<file path="config.mk">
export PLATFORM = sky130hd
export DESIGN_NAME = tx_module
export DESIGN_NICKNAME = d
export VERILOG_FILES = /design/src/rtl/uart_pkg.sv /design/src/rtl/tx_baud_gen.sv /design/src/rtl/tx_module.sv
export SDC_FILE = /design/constraint.sdc
export NUM_CORES = 1
export LEC_CHECK = 0
export CAP_MARGIN = 20
export CELL_PAD_IN_SITES_DETAIL_PLACEMENT = 0
export CELL_PAD_IN_SITES_GLOBAL_PLACEMENT = 1
export CORE_MARGIN = 2
export CORE_UTILIZATION = 45
export CTS_CLUSTER_DIAMETER = 50
export DETAILED_ROUTE_END_ITERATION = 16
export GPL_ROUTABILITY_DRIVEN = 0
export PLACE_DENSITY_LB_ADDON = 0.1
export SLEW_MARGIN = 20
export SYNTH_ARGS = -nofsm -noshare
export SYNTH_HDL_FRONTEND = slang
export SYNTH_HIERARCHICAL = 1
export SYNTH_SLANG_ARGS = --single-unit
</file>
<file path="constraint.sdc">
create_clock -name clk -period 6.15 [get_ports clk]
set_clock_uncertainty 0.15 [all_clocks]
set_input_delay 1.23 -clock clk [delete_from_list [all_inputs] [get_ports clk]]
set_output_delay 1.23 -clock clk [all_outputs]
set_load 0.005 [all_outputs]
</file>
<file path="src/rtl/uart_pkg.sv">
// ---------------------------------------------------------------------------
// uart_pkg : state encoding and frame constants shared by the UART tx/rx sides
// Rev 1.0
// ---------------------------------------------------------------------------
`default_nettype none

package uart_pkg;

    typedef enum logic [1:0] {
        IDLE  = 2'd0,
        START = 2'd1,
        DATA  = 2'd2,
        STOP  = 2'd3
    } tx_state_t;

    localparam int DATA_BITS        = 8;
    localparam int STOP_BITS        = 1;
    localparam int DEFAULT_BAUD_DIV = 5208;

endpackage

`default_nettype wire

</file>
<file path="src/rtl/tx_baud_gen.sv">
// ---------------------------------------------------------------------------
// tx_baud_gen : bit-period counter, bit_tick_o high on the last cycle of a bit
// Rev 1.0
// ---------------------------------------------------------------------------
`default_nettype none

module tx_baud_gen #(
    parameter int BAUD_DIV = 16
) (
    input  logic clk,
    input  logic rst_n,
    input  logic en_i,
    output logic bit_tick_o
);

    localparam int              CNT_W   = (BAUD_DIV > 1) ? $clog2(BAUD_DIV) : 1;
    localparam logic [CNT_W-1:0] CNT_MAX = CNT_W'(BAUD_DIV - 1);

    logic [CNT_W-1:0] cnt_q;
    logic [CNT_W-1:0] cnt_d;
    logic             at_max;

    assign at_max     = (cnt_q == CNT_MAX);
    assign bit_tick_o = en_i && at_max;

    // Held at zero while idle so the first bit of a frame gets a full period.
    always_comb begin
        cnt_d = cnt_q + 1'b1;
        if (!en_i || at_max) begin
            cnt_d = '0;
        end
    end

    always_ff @(posedge clk or negedge rst_n) begin
        if (!rst_n) begin
            cnt_q <= '0;
        end else begin
            cnt_q <= cnt_d;
        end
    end

endmodule

`default_nettype wire

</file>
<file path="src/rtl/tx_module.sv">
// ---------------------------------------------------------------------------
// tx_module : 8N1 UART transmitter with registered line, busy and done outputs
// Rev 1.0
// ---------------------------------------------------------------------------
`default_nettype none

module tx_module
    import uart_pkg::*;
#(
    parameter int BAUD_DIV = DEFAULT_BAUD_DIV
) (
    input  logic       clk,
    input  logic       rst_n,
    input  logic       tx_en_sig,
    input  logic [7:0] tx_data,
    output logic       tx_pin_out,
    output logic       tx_busy,
    output logic       tx_done_sig
);

    localparam logic [2:0] DATA_LAST = 3'(DATA_BITS - 1);
    localparam logic [2:0] STOP_LAST = 3'(STOP_BITS - 1);

    tx_state_t  state_q, state_d;
    logic [7:0] shift_q, shift_d;
    logic [2:0] idx_q,   idx_d;
    logic       line_q,  line_d;
    logic       busy_q,  busy_d;
    logic       done_q,  done_d;
    logic       bit_tick;

    tx_baud_gen #(
        .BAUD_DIV (BAUD_DIV)
    ) u_baud_gen (
        .clk        (clk),
        .rst_n      (rst_n),
        .en_i       (state_q != IDLE),
        .bit_tick_o (bit_tick)
    );

    always_comb begin
        state_d = state_q;
        shift_d = shift_q;
        idx_d   = idx_q;
        line_d  = line_q;
        busy_d  = busy_q;
        done_d  = 1'b0;
        case (state_q)
            IDLE: begin
                if (tx_en_sig) begin
                    state_d = START;
                    shift_d = tx_data;
                    idx_d   = '0;
                    line_d  = 1'b0;
                    busy_d  = 1'b1;
                end
            end
            START: begin
                if (bit_tick) begin
                    state_d = DATA;
                    line_d  = shift_q[0];
                    shift_d = shift_q >> 1;
                    idx_d   = '0;
                end
            end
            DATA: begin
                if (bit_tick) begin
                    if (idx_q == DATA_LAST) begin
                        state_d = STOP;
                        line_d  = 1'b1;
                        idx_d   = '0;
                    end else begin
                        idx_d   = idx_q + 1'b1;
                        line_d  = shift_q[0];
                        shift_d = shift_q >> 1;
                    end
                end
            end
            STOP: begin
                // idx_q is reused to count stop bits
                if (bit_tick) begin
                    if (idx_q == STOP_LAST) begin
                        state_d = IDLE;
                        busy_d  = 1'b0;
                        done_d  = 1'b1;
                    end else begin
                        idx_d   = idx_q + 1'b1;
                    end
                end
            end
            default: begin
                state_d = IDLE;
                line_d  = 1'b1;
                busy_d  = 1'b0;
            end
        endcase
    end

    always_ff @(posedge clk or negedge rst_n) begin
        if (!rst_n) begin
            state_q <= IDLE;
            shift_q <= '0;
            idx_q   <= '0;
            line_q  <= 1'b1;
            busy_q  <= 1'b0;
            done_q  <= 1'b0;
        end else begin
            state_q <= state_d;
            shift_q <= shift_d;
            idx_q   <= idx_d;
            line_q  <= line_d;
            busy_q  <= busy_d;
            done_q  <= done_d;
        end
    end

    assign tx_pin_out  = line_q;
    assign tx_busy     = busy_q;
    assign tx_done_sig = done_q;

endmodule

`default_nettype wire
</file>
After elaboration in Yosys (flattened, before gate mapping)

Index checks and enable logic that the tools add are counted.

Add/sub/neg operators: 2
Multipliers: 0
Div/mod/pow operators: 0
$lt $le $gt $ge: 0
Eq/ne operators: 13
Shift operators: 0
Mux-type cells: 32
Bitwise operators: 0
Reductions and logical operators: 13

Operators with widths:

| operator                                       | count |
|---|---|
| 2-to-1 mux 8 bit                               | 4 |
| case mux 8 bit (3 select lines)                | 1 |
| 2-to-1 mux 3 bit                               | 6 |
| inequality test 2 bit (second input constant)  | 8 |
| adder 13 x 1 -> 13 bit (second input constant) | 1 |
| == test 13 bit (second input constant)         | 1 |
| 2-to-1 mux 13 bit                              | 1 |
| 2-to-1 mux 2 bit                               | 6 |
| case mux 3 bit (4 select lines)                | 1 |
| 2-to-1 mux 1 bit                               | 10 |
| AND reduction 5 bit                            | 2 |
| case mux 2 bit (4 select lines)                | 1 |
| AND reduction 4 bit                            | 2 |
| AND reduction 6 bit                            | 1 |
| == test 2 bit (second input constant)          | 2 |
| nonzero test 2 bit                             | 2 |
| adder 3 x 1 -> 3 bit (second input constant)   | 1 |
| == test 3 bit (second input constant)          | 1 |
| zero test 3 bit                                | 1 |
| case mux 1 bit (3 select lines)                | 1 |
| nonzero test 3 bit                             | 1 |
| == test 2 x 1 -> 1 bit (second input constant) | 1 |
| zero test 2 bit                                | 1 |
| case mux 1 bit (2 select lines)                | 1 |
| other kinds (3)                                | 3 |

Flip-flop bits (word level): 29
Bits in latches: 0
Memory bits (writable): 0
ROM bits: 0
Bits of input ports: 11
Output and inout port bits: 3
Logic and storage cells: 67
Memories kept: 0

Longest topological paths before layout

Word-level depth: 4
Depth in mapped cells: 10
Mapped depth without buffers: 9

Cells and area by module

Netlist, hierarchy kept.

By module, submodules not included:

| module      | instances | cells each | area an instance (um^2) | seq. area each (um^2) |
|---|---|---|---|---|
| tx_module   | 1         | 89         | 977.2                   | 401.6 |
| tx_baud_gen | 1         | 68         | 671.9                   | 325.3 |

Worst setup path before layout

OpenSTA, ideal clock, no wires.

Kind: flip-flop to flip-flop
Start point: register u_baud_gen.cnt_q[9]
End point: register state_q[1]
Library setup time: 128 ps
Arrival: 2172 ps
Required time: 5872 ps
Setup slack: 3700 ps
Cell stages (with the launch flop): 7
Path buffers: 0
Period minus slack after synthesis: 2450 ps
Path through: dfrtp_1 -> or4b_1 -> nor4_1 -> o21ba_4 -> a211oi_2 -> nand3_2 -> mux2_1

Word-level cells in the longest chain between the ends: 4
Elaborated cells on any way between the ends: 6
Those cells by class: eq/ne: 4; reduce/logical: 2

Ends and longest elaborated chain:

| what                                     | line              | RTL |
|---|---|---|
| start, declared                          | tx_baud_gen.sv:19 | `logic [CNT_W-1:0] cnt_q;` |
| start signal, assigned                   | tx_baud_gen.sv:38 | `cnt_q <= cnt_d;` |
| == test 13 bit (*)                       | tx_baud_gen.sv:23 | `assign at_max = (cnt_q == CNT_MAX);` |
| logical AND 1 bit (*)                    | tx_baud_gen.sv:24 | `assign bit_tick_o = en_i && at_max;` |
| named net bit_tick                       | tx_module.sv:30   | `logic bit_tick;` |
| inequality test 2 bit (no source line)   | n/a               |  |
| AND reduction 6 bit (no source line) (*) | n/a               |  |
| end signal, assigned                     | tx_module.sv:108  | `state_q <= state_d;` |
| end, declared                            | tx_module.sv:24   | `tx_state_t state_q, state_d;` |

Mark *: on every way through the listed nets, which the timed path passes. The rest lies on a longest branch.
A chain may end at the register's enable or synchronous reset.

Worst setup path after layout

Start point: input tx_en_sig
End point: register shift_q[2]

Word-level cells in the longest chain between the ends: 2

Ends and longest elaborated chain:

| what                                   | line             | RTL |
|---|---|---|
| start, declared                        | tx_module.sv:14  | `input logic tx_en_sig,` |
| inequality test 2 bit (no source line) | n/a              |  |
| AND reduction 5 bit (no source line)   | n/a              |  |
| end signal, assigned                   | tx_module.sv:109 | `shift_q <= shift_d;` |
| end, declared                          | tx_module.sv:25  | `logic [7:0] shift_q, shift_d;` |

No other way between the ends.

==> metrics.txt <==
status=complete, no violations; final setup vio count=0; CP Max Fanout=16; Worst-path clk slew=0.09 ns; final worst-path cycle share=46.1%; Die H=64.5 um; placed cell areas=0.00181 mm^2; PwrDens=197 mW/mm^2; hold_ws=0.347 ns; final routed DRC violation total=0; number of enable flip-flop cells after synthesis=0; Cells after Synth=between 150 and 200; H-tree depth=2; Worst VDD drop=approximately 0.00014 V; first-pass GRT wire length=5.70 mm; met2 Usage GRT=slightly above 30%; Buf/Inv on CP=1; async set-reset flop share out of synthesis=100%; max_cap viols=0; crit path kind=input port to flop; Distinct cells, synth=43; port bufs=13; Resize count post-CTS=0; Worst EP required=6.24 ns; Syn Nets=between 150 and 200; vias in the first global route=1,286; TritonCTS clock tree=yes; Die Area=0.00416 mm^2; RSZ-0062 raised after global routing=false; Critical-path top delay cell=a2111oi_4; clock root cell=clkbuf_4; number of CTS-inserted buffers=5; Critical Path Source Type=input port; number of fill cells in the layout=319; Rows=21; YS warnings=6; Worst path max stage delay=0.68 ns; Post-Syn Area=0.00165 mm^2; first drt pass iteration count=4; total core area=~0.0034 mm^2; fmax=353 MHz; Worst Path Arrival=slightly below 3 ns; Vias=1,212; met1 GRT Util=between 20% and 30%; clk_lat worst skew=0.32 ns; GRT met3 Usage=5.21%; Worst Setup End Kind=flop; Detail Route Antenna Nets=0; leakage power=around 0.83 nW; Max Slew Vio Count=0; average size of a mapped cell=10.5 um^2; initial antenna violation count=0; Pwr Total=0.374 mW; routed vias/inst=5.51; Top Family by Delay on Critical Path=compound AO/OA/AOI/OAI gates; postcts setup bufs=0; #FFs+latches synth=29; nets@finish=196; HPWL after detailed placement=2.20 mm; Tightest Hold Check Type=flop to flop; share of cells above drive strength 1=12.1%; n_diodes=0; I/O pin count=14; Storage cell area=727 um^2; Finished Cell Area=0.00189 mm^2; Die W=64.5 um; Tmin final=between 2 and 3 ns; area of the multi-input gates=between 800 and 900 um^2; hold bufs inserted after CTS=0; Worst Tran Pin Value=0.848 ns; aggregate global routing overflow=0; wire length per cell=13.9 um; GRT Total Usage=17.7%; Seq/Total Area, Yosys=44.1%; Rel. slew slack=between 40 and 50%; Initial Util=48.3%; P&R area growth vs syn=14.7%; WL final=3.05 mm; largest net degree at the start of global routing=30; worst-path cell chain=clkdlybuf4s50_1 -> and2b_1 -> a2111oi_4 -> nor2_1 -> a21oi_2; Fin. Hold Viols=0; layer with the highest usage=met2; clk sink count=29; DRT iter0 DRCs=52; CTS Buffer Depth=2; setup TNS=0 ns; Main synth FF type=dfrtp_1
final cells by class:
class | count | share of cell area [%]
Clock buffer | 7 | 2.91
Clock inverter | 1 | 1.59
Inverter | 12 | 2.38
Multi-Input combinational cell | 111 | 44.4
Sequential cell | 29 | 38.4
Tap cell | 46 | 3.04
Timing Repair Buffer | 14 | 7.28
where the power goes:
part | internal (mW) | switching, mW | total, mW | leakage (nW)
registers | 0.193 | 0.00141 | 0.195 | 0.353
logic | 0.00853 | 0.00670 | 0.0152 | 0.428
clock network | 0.0971 | 0.0666 | 0.164 | 0.0455
total | 0.299 | 0.0747 | 0.374 | 0.826
cells in the mapped netlist, types with 2 or more instances:
cell type	count	area, um^2
nor2_1	13	48.8
o21ai_0	7	35.0
clkbuf_1	2	7.51
xor2_1	2	17.5
inv_1	12	45.0
mux2i_1	8	80.1
or4_1	4	30.0
nand4_1	2	12.5
mux2_2	2	22.5
ha_1	12	150
or3_1	4	25.0
a211oi_2	2	25.0
buf_6	2	22.5
o31ai_1	4	30.0
a21oi_2	2	17.5
nor3_1	2	10.0
dfrtp_1	28	701
nand2_1	6	22.5
nand3_1	5	25.0
a21oi_1	15	75.1
registers in the layout, indices dropped and copies added (netlist names):
name              cells
shift_q               8
idx_q                 3
u_baud_gen/cnt_q     13
state_q               2
tx_busy               1
tx_done_sig           1
tx_pin_out            1
cells by family after synthesis:
| group | Yosys count | share of synthesized area, % |
|---|---|---|
| compound gates | 39 | 17.4 |
| mux | 11 | 6.90 |
| xor+xnor | 3 | 1.59 |
| flops | 29 | 44.1 |
| fa+ha+maj | 12 | 9.10 |
| buf+inv | 17 | 5.01 |
| simple gates | 46 | 15.9 |
metrics by stage:
step	utilization, %	setup slack, ns	instances
2_1_floorplan	-	3.70	157
3_3_place_gp	52.9	3.04	212
6_report	55.4	3.31	220
3_5_place_dp	52.9	2.96	212
5_1_grt	55.4	3.04	220
4_1_cts	55.4	3.27	220
layout by cell type, fill, tap and decap left out, types with 2 or more instances in the layout:
cell type / Yosys / final
a21oi_1: 15 / 15
nand2_1: 6 / 6
ha_1: 12 / 12
a211oi_2: 2 / 2
clkdlybuf4s50_1: 0 / 13
nor2_1: 13 / 13
a21oi_2: 2 / 2
o21ai_0: 7 / 7
o31ai_1: 4 / 4
inv_1: 12 / 12
nor3_1: 2 / 2
xor2_1: 2 / 2
nand3_1: 5 / 5
or3_1: 4 / 4
nand4_1: 2 / 2
mux2i_1: 8 / 8
or4_1: 4 / 4
dfrtp_1: 28 / 28
mux2_2: 2 / 2
clkbuf_4: 0 / 5
path summary, 6_finish.rpt:
check,start,to,slack (ns),depth (start not counted)
max,tx_en_sig,shift_q[2],3.31,5
min,u_baud_gen/cnt_q[0],u_baud_gen/cnt_q[0],0.35,1
max reg2reg,u_baud_gen/cnt_q[7],shift_q[2],3.32,6
min reg2reg,u_baud_gen/cnt_q[0],u_baud_gen/cnt_q[0],0.35,1
max in group asynchronous,rst_n,tx_pin_out,4.40,2
min in group asynchronous,rst_n,state_q[0],1.14,2
routing by layer:
metal	vias up	wire, um
li1	602	-
met1	589	1410
met3	2	89
met5	-	0
met2	19	1530
met4	0	19
No activity file was read; power rests on OpenSTA's default activity.
